==> src/rtl/checker_pulse_agg.sv <==
// Batches single-cycle event pulses and offers each batch count over valid/ready.
// Optional CHECKER_PULSE_AGG_TIMESTAMP_EN adds a first-pulse cycle timestamp (out_ts).
module checker_pulse_agg #(
    parameter int unsigned CW = 16,
    parameter int unsigned TW = 16
`ifdef CHECKER_PULSE_AGG_TIMESTAMP_EN
    ,
    parameter int unsigned TSW = 32
`endif
) (
    input  logic          sys_clk,
    input  logic          sys_rst_n,
    input  logic          pulse_i,
    input  logic          enable,
    input  logic [CW-1:0] threshold,
    input  logic [TW-1:0] timeout,
    output logic          out_valid,
    input  logic          out_ready,
    output logic [CW-1:0] out_count,
    output logic          out_ovf,
`ifdef CHECKER_PULSE_AGG_TIMESTAMP_EN
    output logic [TSW-1:0] out_ts,
`endif
    output logic          ovf_sticky,
    input  logic          ovf_clr
);

    typedef enum logic [1:0] {StIdle, StAccum, StOffer} state_e;

    localparam logic [CW-1:0] AccMax = '1;

    state_e        state_q, state_d;
    logic [CW-1:0] acc_q, acc_d;
    logic [TW-1:0] timer_q, timer_d;
    logic          bovf_q, bovf_d;
    logic          out_valid_q, out_valid_d;
    logic [CW-1:0] out_count_q, out_count_d;
    logic          out_ovf_q, out_ovf_d;
    logic          ovf_sticky_q, ovf_sticky_d;

    logic          acc_pulse;
    logic [CW-1:0] thr_eff;
    logic          close;
    logic          restart;
    logic          ovf_evt;

    assign acc_pulse = pulse_i & enable;
    assign thr_eff   = (threshold == '0) ? CW'(1) : threshold;
    assign close     = (acc_q != '0) &&
                       ((acc_q >= thr_eff) || ((timeout != '0) && (timer_q == timeout)) || !enable);
    // A batch is handed over when the slot is empty, or frees up at this very edge.
    assign restart   = close && ((state_q == StAccum) || ((state_q == StOffer) && out_ready));

    always_comb begin
        state_d     = state_q;
        acc_d       = acc_q;
        timer_d     = timer_q;
        bovf_d      = bovf_q;
        out_valid_d = out_valid_q;
        out_count_d = out_count_q;
        out_ovf_d   = out_ovf_q;
        ovf_evt     = 1'b0;

        if (restart) begin
            out_valid_d = 1'b1;
            out_count_d = acc_q;
            out_ovf_d   = bovf_q;
            acc_d       = acc_pulse ? CW'(1) : '0;
            timer_d     = '0;
            bovf_d      = 1'b0;
            state_d     = StOffer;
        end else begin
            if (acc_pulse) begin
                if (acc_q == AccMax) begin
                    bovf_d  = 1'b1;
                    ovf_evt = 1'b1;
                end else begin
                    acc_d = acc_q + CW'(1);
                end
            end
            if (acc_q == '0) begin
                timer_d = '0;
            end else if (timer_q < timeout) begin
                timer_d = timer_q + TW'(1);
            end
            if (state_q != StOffer || out_ready) begin
                out_valid_d = 1'b0;
                state_d     = (acc_d != '0) ? StAccum : StIdle;
            end
        end

        ovf_sticky_d = ovf_evt | (ovf_sticky_q & ~ovf_clr);
    end

    always_ff @(posedge sys_clk or negedge sys_rst_n) begin
        if (!sys_rst_n) begin
            state_q      <= StIdle;
            acc_q        <= '0;
            timer_q      <= '0;
            bovf_q       <= 1'b0;
            out_valid_q  <= 1'b0;
            out_count_q  <= '0;
            out_ovf_q    <= 1'b0;
            ovf_sticky_q <= 1'b0;
        end else begin
            state_q      <= state_d;
            acc_q        <= acc_d;
            timer_q      <= timer_d;
            bovf_q       <= bovf_d;
            out_valid_q  <= out_valid_d;
            out_count_q  <= out_count_d;
            out_ovf_q    <= out_ovf_d;
            ovf_sticky_q <= ovf_sticky_d;
        end
    end

    assign out_valid  = out_valid_q;
    assign out_count  = out_count_q;
    assign out_ovf    = out_ovf_q;
    assign ovf_sticky = ovf_sticky_q;

`ifdef CHECKER_PULSE_AGG_TIMESTAMP_EN
    logic [TSW-1:0] ts_q, ts_d;
    logic [TSW-1:0] cap_q, cap_d;
    logic [TSW-1:0] out_ts_q, out_ts_d;

    always_comb begin
        ts_d     = ts_q + TSW'(1);
        cap_d    = cap_q;
        out_ts_d = out_ts_q;
        // First pulse of a batch: either into an empty accumulator or into a fresh one.
        if (acc_pulse && ((acc_q == '0) || restart)) begin
            cap_d = ts_q;
        end
        if (restart) begin
            out_ts_d = cap_q;
        end
    end

    always_ff @(posedge sys_clk or negedge sys_rst_n) begin
        if (!sys_rst_n) begin
            ts_q     <= '0;
            cap_q    <= '0;
            out_ts_q <= '0;
        end else begin
            ts_q     <= ts_d;
            cap_q    <= cap_d;
            out_ts_q <= out_ts_d;
        end
    end

    assign out_ts = out_ts_q;
`endif

endmodule

==> config.mk <==
export PLATFORM = sky130hd
export DESIGN_NAME = checker_pulse_agg
export DESIGN_NICKNAME = d
export VERILOG_FILES = /design/src/rtl/checker_pulse_agg.sv
export SDC_FILE = /design/constraint.sdc
export NUM_CORES = 1
export LEC_CHECK = 0
export ABC_AREA = 1
export BUFFER_PORTS_ARGS = -buffer_cell sky130_fd_sc_hd__buf_2
export CORE_MARGIN = 2
export CORE_UTILIZATION = 55
export CTS_BUF_LIST = sky130_fd_sc_hd__clkbuf_8
export DETAILED_ROUTE_END_ITERATION = 10
export PLACE_DENSITY = 0.77
export SETUP_SLACK_MARGIN = 0.05
export SYNTH_ARGS = -nofsm -noshare
export SYNTH_HDL_FRONTEND = slang
export SYNTH_SLANG_ARGS = --single-unit
==> constraint.sdc <==
create_clock -name sys_clk -period 2.3 [get_ports sys_clk]
set_input_delay 0.575 -clock sys_clk [delete_from_list [all_inputs] [get_ports sys_clk]]
set_output_delay 0.575 -clock sys_clk [all_outputs]
set_load 0.05 [all_outputs]
==> results of run 1 <==
## cells in the mapped netlist
cell type,number
nand3_2,2
a31o_2,1
nand3_1,35
o21ai_2,1
xor2_1,14
and2_1,1
ha_1,35
o21bai_1,4
a21oi_1,14
nor2_1,68
xnor2_1,3
nor4_1,6
dfrtp_1,53
o21ai_1,4
nor2_2,2
nor3_1,4
nor2_4,5
clkbuf_1,1
buf_2,5
nand2_2,8
inv_1,87
nand3b_1,2
nand2_1,139
buf_6,2
and3_1,1
o21ai_0,20
a41o_1,1
o21a_1,1
nand4_1,11
a211oi_1,1
## how the worst max path moves through the flow
stage | from | to | cells past startpoint
finish | threshold[0] | bovf_q$_DFFE_PN0P_ | 19
CTS | threshold[0] | timer_q[12]$_DFFE_PN0P_ | 18
global route | threshold[0] | acc_q[8]$_DFF_PN0_ | 19
detailed placement | threshold[12] | acc_q[13]$_DFF_PN0_ | 17
floorplan | threshold[4] | out_count[0]$_DFFE_PN0N_ | 16
global placement | threshold[12] | bovf_q$_DFFE_PN0P_ | 17
## flip-flops by register name (all words and copies together), names as in the netlist
name and flops:
acc_q 16, bovf_q 1, state_q 2, out_count 16, out_ovf 1, timer_q 16
ovf_sticky 1
## area by class of cell
| cell class | instances | area, sq um | share of cell area (%) |
|---|---|---|---|
| Multi-Input combinational cell | 383 | 2227 | 47.28 |
| Sequential cell | 53 | 1326 | 28.15 |
| Timing Repair Buffer | 93 | 614.3 | 13.04 |
| Inverter | 87 | 330.3 | 7.012 |
| Tap cell | 80 | 100.1 | 2.125 |
| Clock buffer | 5 | 68.82 | 1.461 |
| Clock inverter | 3 | 43.79 | 0.9296 |
## repair_timing
item	4_1_cts	5_1_grt
cloned	0	1
gates resized for setup	13	37
buffers inserted	3	1
hold buffers	0	0
setup endpoints to repair	53	53
pin swaps	2	4
## layer usage
metal  routed length, microns  GRT usage [%]  up-vias
li1                         -              -     1863
met1                     3640          27.63     1689
met2                     4873          46.63       89
met3                      310          3.602       20
met4                      223          8.671        0
met5                        0              0        -
## cells by family after synthesis
logic type	Yosys count	synth area share, %
flops	53	34.91
compound gates	47	6.917
simple gates	284	32.77
buf+inv	95	9.947
fa+ha+maj	35	11.53
xor+xnor	17	3.920
## stage by stage
| step | area (sq um) | setup TNS (ns) | utilization [%] | setup WS [ns] | hold WS [ns] |
|---|---|---|---|---|---|
| 3_5_place_dp | 4383 | -18.48 | 64.87 | -0.4389 | 0.4693 |
| 5_1_grt | 4711 | -4.889 | 69.72 | -0.1554 | 0.3521 |
| 2_1_floorplan | 3816 | 0 | - | 0.04518 | 0.2794 |
| 3_3_place_gp | 4383 | -17.84 | 64.87 | -0.4112 | 0.4673 |
| 4_1_cts | 4578 | 0 | 67.76 | 0.01846 | 0.3287 |
| 6_report | 4711 | -0.03591 | 69.72 | -0.01556 | 0.3055 |
## where the power goes
| part | switching [mW] | total, mW | internal (mW) |
|---|---|---|---|
| logic | 1.28 | 1.99 | 0.702 |
| registers | 0.185 | 1.32 | 1.13 |
| clock network | 0.319 | 0.646 | 0.327 |
==> results.sh, run 1 <==
export IMPL_status="finished with violations"
export IMPL_violations="setup timing"
export IMPL_n_fill_cell=567
export IMPL_final_period_utilization_pct=100.7
export IMPL_crit_top_cell="nand2_1"
export IMPL_synth_nets=604
export IMPL_antenna_cells=0
export IMPL_yosysUniqueCellTypes=30
export IMPL_critPathBufInv=4
export IMPL_reg2reg_setup_slack_ns=0.15
export IMPL_clk_latency_ns=0.31
export IMPL_grt_max_degree=39
export IMPL_place_congestion=0.9327
export IMPL_crit_path_end_kind="flop"
export IMPL_most_common_layout_cells="nand2_1 (135), inv_1 (86), dfrtp_1 (53), buf_2 (53), nor2_1 (49)"
export IMPL_dieArea_sq_um=7587
export IMPL_routed_wl_mm=9.047
export IMPL_cap_viol_max_count=0
export IMPL_avgSynthCellArea_sq_um=7.154
export IMPL_placed_cells=691
export IMPL_crit_path_max_fanout=4
export IMPL_cp_slowest_cell="nor4_2"
export IMPL_final_common_cell="nand2_1"
export IMPL_cts_tree="yes"
export IMPL_relSlewSlack_pct=52.18
export IMPL_nets=696
export IMPL_grt_antenna_before_repair=0
export IMPL_critPathKind="in2reg"
export IMPL_skew_ns=0.01153
export IMPL_cts_buffers_inserted=5
export IMPL_htreeDepth=2
export IMPL_hp_class="in2async"
export IMPL_grt_usage_pct=24.54
export IMPL_netlist_instances=531
export IMPL_synth_top_cell_area_share_pct=34.91
export IMPL_post_route_drc_count=0
export IMPL_post_dp_hpwl_mm=7.010
export IMPL_drive_above_1_share_pct=23.56
export IMPL_finalHoldViolCount=0
export IMPL_vias=3661
export IMPL_finalMaxSlewViolations=0
export IMPL_wl_per_cell_microns=12.85
export IMPL_netlist_top_cells_area="dfrtp_1 (35%), nand2_1 (14%), ha_1 (12%), inv_1 (8.6%), nor2_1 (6.7%)"
export IMPL_regToRegEndpoint="state_q[0]$_DFFE_PN0P_"
export IMPL_synth_area_leader_cell="dfrtp_1"
export IMPL_rr_startpoint="acc_q[1]$_DFF_PN0_"
export IMPL_first_pass_iters=5
export IMPL_period_needed_ns=2.316
export IMPL_timing_worst_slew_pin_value_ns=0.7174
export IMPL_clk_path_buf_depth=2
export IMPL_grt_pass1_vias=3491
export IMPL_critPathTopFamily="simple AND/OR/NAND/NOR gates"
export IMPL_cp_required_ns=2.54
export IMPL_drt_iter0_drc=205
export IMPL_grt_pass1_wl_mm=14.84
export IMPL_yosysSeqAreaShare_pct=34.91
export IMPL_setup_slack_ns=-0.01556
export IMPL_drt_vias_per_instance=5.200
export IMPL_start_util_pct=56.22
export IMPL_cp_cell_sequence="buf_6 > nor4_2 > buf_4 > a41o_1 > ha_1 > nand2_1 > nor2_1 > nor2_1 > nand2_1 > nand2_1 > nand2_1 > nand2_1 > nand2_1 > nand2_2 > nand2_2 > nand2_4 > clkinvlp_4 > buf_4 > a21oi_1"
export IMPL_cts_clk_slew_worst_paths_ns=0.10
export IMPL_ios=57
export IMPL_final_cells=704
export IMPL_cts_sinks=53
export IMPL_ir_drop_uv=784.5
export IMPL_yosysWarnings=0
export IMPL_die_x_microns=87.11
export IMPL_drtAntennaViolNets=0
export IMPL_rsz0062_at_grt="yes"
export IMPL_area_growth_syn_to_layout_pct=24.01
export IMPL_setup_viol=4
export IMPL_reg2regPathDepth=11
export IMPL_netlist_area_sq_um=3799
export IMPL_numPortBuffers=56
export IMPL_fmax_mhz=431.9
export IMPL_grt_overflow_total=0
export IMPL_static_leakage_power_nw=2.585
export IMPL_core_sq_um=6756
export IMPL_die_h_microns=87.11
export IMPL_cp_start_kind="input pin"
export IMPL_ys_seq_elements=53
export IMPL_cp_arrival_ns=2.56
export IMPL_rows=30
export IMPL_p_total_mw=3.949
export IMPL_cp_slowest_stage_delay_ns=0.24
export IMPL_cts_root_buf="clkbuf_8"
export IMPL_p_per_area_nw_per_um2=838.2
Note: power is estimated with default switching activity, not from simulation.
==> run 2, diff against run 1 <==
--- a/config.mk
+++ b/config.mk
@@ -5,13 +5,12 @@
 export SDC_FILE = /design/constraint.sdc
 export NUM_CORES = 1
 export LEC_CHECK = 0
-export ABC_AREA = 1
 export BUFFER_PORTS_ARGS = -buffer_cell sky130_fd_sc_hd__buf_2
 export CORE_MARGIN = 2
 export CORE_UTILIZATION = 55
 export CTS_BUF_LIST = sky130_fd_sc_hd__clkbuf_8
 export DETAILED_ROUTE_END_ITERATION = 10
-export PLACE_DENSITY = 0.77
+export PLACE_DENSITY = 0.78
 export SETUP_SLACK_MARGIN = 0.05
 export SYNTH_ARGS = -nofsm -noshare
 export SYNTH_HDL_FRONTEND = slang
==> results.sh, run 2 <==
export IMPL_synth_flop_cell="dfrtp_1"
export IMPL_cp_arrival_ns=3.12
export IMPL_yosysSeqAreaShare_pct=36.96
export IMPL_critPathTopFamily="compound AO/OA/AOI/OAI gates"
export IMPL_clk_latency_ns=0.33
export IMPL_synth_edff_count=0
export IMPL_hold_slack_ns=0.2312
export IMPL_grt_pass1_wl_mm=19.35
export IMPL_static_leakage_power_nw=2.654
export IMPL_async_flop_share_pct=100.0
export IMPL_yosysUniqueCellTypes=47
export IMPL_crit_path_max_fanout=7
export IMPL_final_common_cell="buf_4"
export IMPL_ios=57
export IMPL_synth_area_leader_cell="dfrtp_1"
export IMPL_n_fill_cell=337
export IMPL_setup_slack_ns=-0.6070
export IMPL_cts_root_buf="clkbuf_8"
export IMPL_netlist_instances=401
export IMPL_post_dp_hpwl_mm=7.767
export IMPL_start_util_pct=56.84
export IMPL_rows=29
export IMPL_finalMaxSlewViolations=0
export IMPL_violations="setup timing"
export IMPL_cp_start_kind="input pin"
export IMPL_p_int_mw=2.169
export IMPL_nets=619
export IMPL_avgSynthCellArea_sq_um=8.949
export IMPL_drive_above_1_share_pct=43.51
export IMPL_synth_nets=474
export IMPL_area_growth_syn_to_layout_pct=49.65
export IMPL_first_pass_iters=5
export IMPL_fmax_mhz=344.0
export IMPL_most_common_layout_cells="buf_4 (81), dfrtp_1 (53), buf_2 (51)"
export IMPL_p_switching_mw=1.467
export IMPL_dp_slack_ns=-0.8074
export IMPL_cts_clk_slew_worst_paths_ns=0.11
export IMPL_yosysWarnings=0
export IMPL_grt_antenna_before_repair=1
export IMPL_hp_class="in2async"
export IMPL_skew_ns=0.01321
export IMPL_cts_buffers_inserted=5
export IMPL_final_period_utilization_pct=126.4
export IMPL_swShare_pct=40.35
export IMPL_grt_pass1_vias=3981
export IMPL_rsz0062_at_grt="yes"
export IMPL_final_util_pct=85.06
export IMPL_grt_max_degree=31
export IMPL_synth_commonest_cells="dfrtp_1 (53), inv_1 (42), ha_1 (35)"
export IMPL_combPwrFrac_pct=50.5
export IMPL_p_per_area_nw_per_um2=677.1
export IMPL_netlist_top_cells_area="dfrtp_1 (37%), ha_1 (12%), inv_1 (4.4%), mux2_2 (3.8%), nor2_1 (3.5%)"
export IMPL_vias=4021
export IMPL_die_h_microns=84.78
export IMPL_synth_top_cell_area_share_pct=36.96
export IMPL_cp_required_ns=2.51
export IMPL_ys_seq_elements=53
export IMPL_critPathKind="in2reg"
export IMPL_wl_per_cell_microns=21.81
export IMPL_cp_slowest_cell="nor4_4"
export IMPL_ctsHoldBuffers=0
export IMPL_routed_wl_mm=13.63
export IMPL_die_x_microns=84.78
export IMPL_numPortBuffers=56
export IMPL_status="finished with violations"
export IMPL_p_total_mw=3.636
export IMPL_htreeDepth=2
export IMPL_ir_drop_uv=495.7
export IMPL_grt_usage_pct=33.93
export IMPL_setup_viol=53
export IMPL_crit_path_end_kind="flop"
export IMPL_cts_tree="yes"
export IMPL_post_route_drc_count=0
export IMPL_core_sq_um=6314
export IMPL_cts_sinks=53
export IMPL_netlist_area_sq_um=3588
export IMPL_finalHoldViolCount=0
export IMPL_seq_power_share_pct=30.1
export IMPL_period_needed_ns=2.907
export IMPL_synth_most_common_cell="dfrtp_1"
export IMPL_relSlewSlack_pct=52.32
export IMPL_clk_path_buf_depth=2
export IMPL_place_congestion=0.9014
export IMPL_drt_vias_per_instance=6.434
export IMPL_cp_cell_sequence="buf_2 > nor4_4 > a41o_1 > ha_1 > nand2b_4 > a211o_1 > a21oi_1 > o211ai_1 > a211oi_2 > buf_4 > or2_4 > mux2_4"
export IMPL_critPathBufInv=2
export IMPL_grt_overflow_total=0
export IMPL_cap_viol_max_count=0
export IMPL_dieArea_sq_um=7187
export IMPL_timing_worst_slew_pin_value_ns=0.7132
export IMPL_drtAntennaViolNets=0
export IMPL_p_clk_share_pct=19.4
export IMPL_setup_tns_ns=-26.47
export IMPL_cp_slowest_stage_delay_ns=0.33
export IMPL_drt_iter0_drc=581
==> run 2: cells by family after synthesis <==
family	synth area share [%]
compound gates	15.80
xor+xnor	2.685
fa+ha+maj	12.20
buf+inv	6.485
flops	36.96
mux	5.160
simple gates	20.71
==> run 2: worst register-to-register path, stage by stage (launching register included) <==
cell     delay [ns]
dfrtp_1        0.43
ha_4           0.22
nor2b_1        0.12
o21a_1         0.16
o21a_1         0.17
o21a_1         0.21
or3_4          0.41
buf_8          0.15
buf_6          0.13
buf_4          0.13
or3_1          0.38
a21oi_2        0.16
==> run 2: power groups by stage <==
| stage | combinational, mW | sequential, mW | clock, mW |
|---|---|---|---|
| after floorplan | 0.558 | 1.27 | 0 |
| after detailed placement | 1.27 | 1.11 | 0 |
| after global routing | 1.91 | 1.11 | 0.733 |
| after global placement | 1.23 | 1.11 | 0 |
| final | 1.84 | 1.09 | 0.707 |
| after CTS | 1.69 | 1.09 | 0.682 |
==> run 2: repair_timing <==
item / 4_1_cts / 5_1_grt
pin swaps: 29 / 11
cloned: 3 / 0
setup buffers: 13 / 3
resized for setup: 87 / 34
setup endpoints to repair: 53 / 53
==> run 2: final cells by class <==
type | instances | area, sq um | area share [%]
multi-input combinational | 293 | 2521 | 46.95
clock buffer | 6 | 82.58 | 1.538
sequential | 53 | 1326 | 24.70
clock inverter | 2 | 37.54 | 0.6990
antenna | 1 | 2.502 | 0.04660
timing repair buffer | 151 | 1146 | 21.34
inverter | 42 | 157.7 | 2.936
tap | 77 | 96.34 | 1.794
==> run 2: path summary, 6_finish.rpt <==
path                                     startpoint                   endpoint  slack (ns)  depth (start not counted)
setup / recovery                       threshold[5]  out_count[15]$_DFFE_PN0N_       -0.61                         12
hold / removal                            sys_rst_n    timer_q[13]$_DFFE_PN0P_        0.23                          1
min in group sys_clk                        ovf_clr       ovf_sticky$_DFF_PN0_        0.43                          2
max in group asynchronous                 sys_rst_n     timer_q[3]$_DFFE_PN0P_        1.48                          2
hold reg to reg            out_count[1]$_DFFE_PN0N_   out_count[1]$_DFFE_PN0N_        0.52                          2
setup reg to reg             timer_q[1]$_DFFE_PN0P_     timer_q[3]$_DFFE_PN0P_       -0.44                         11
==> run 2: stage by stage <==
step           area [sq um]  cells
5_1_grt                5370    625
3_3_place_gp           4556    597
6_report               5370    625
2_1_floorplan          3662    401
3_5_place_dp           4556    597
4_1_cts                5195    621
==> run 2: layer usage <==
metal	GRT usage (%)	routed length [microns]
met2	55.76	6845
met5	0	0
met3	6.588	1117
met1	43.95	5025
met4	14.14	646
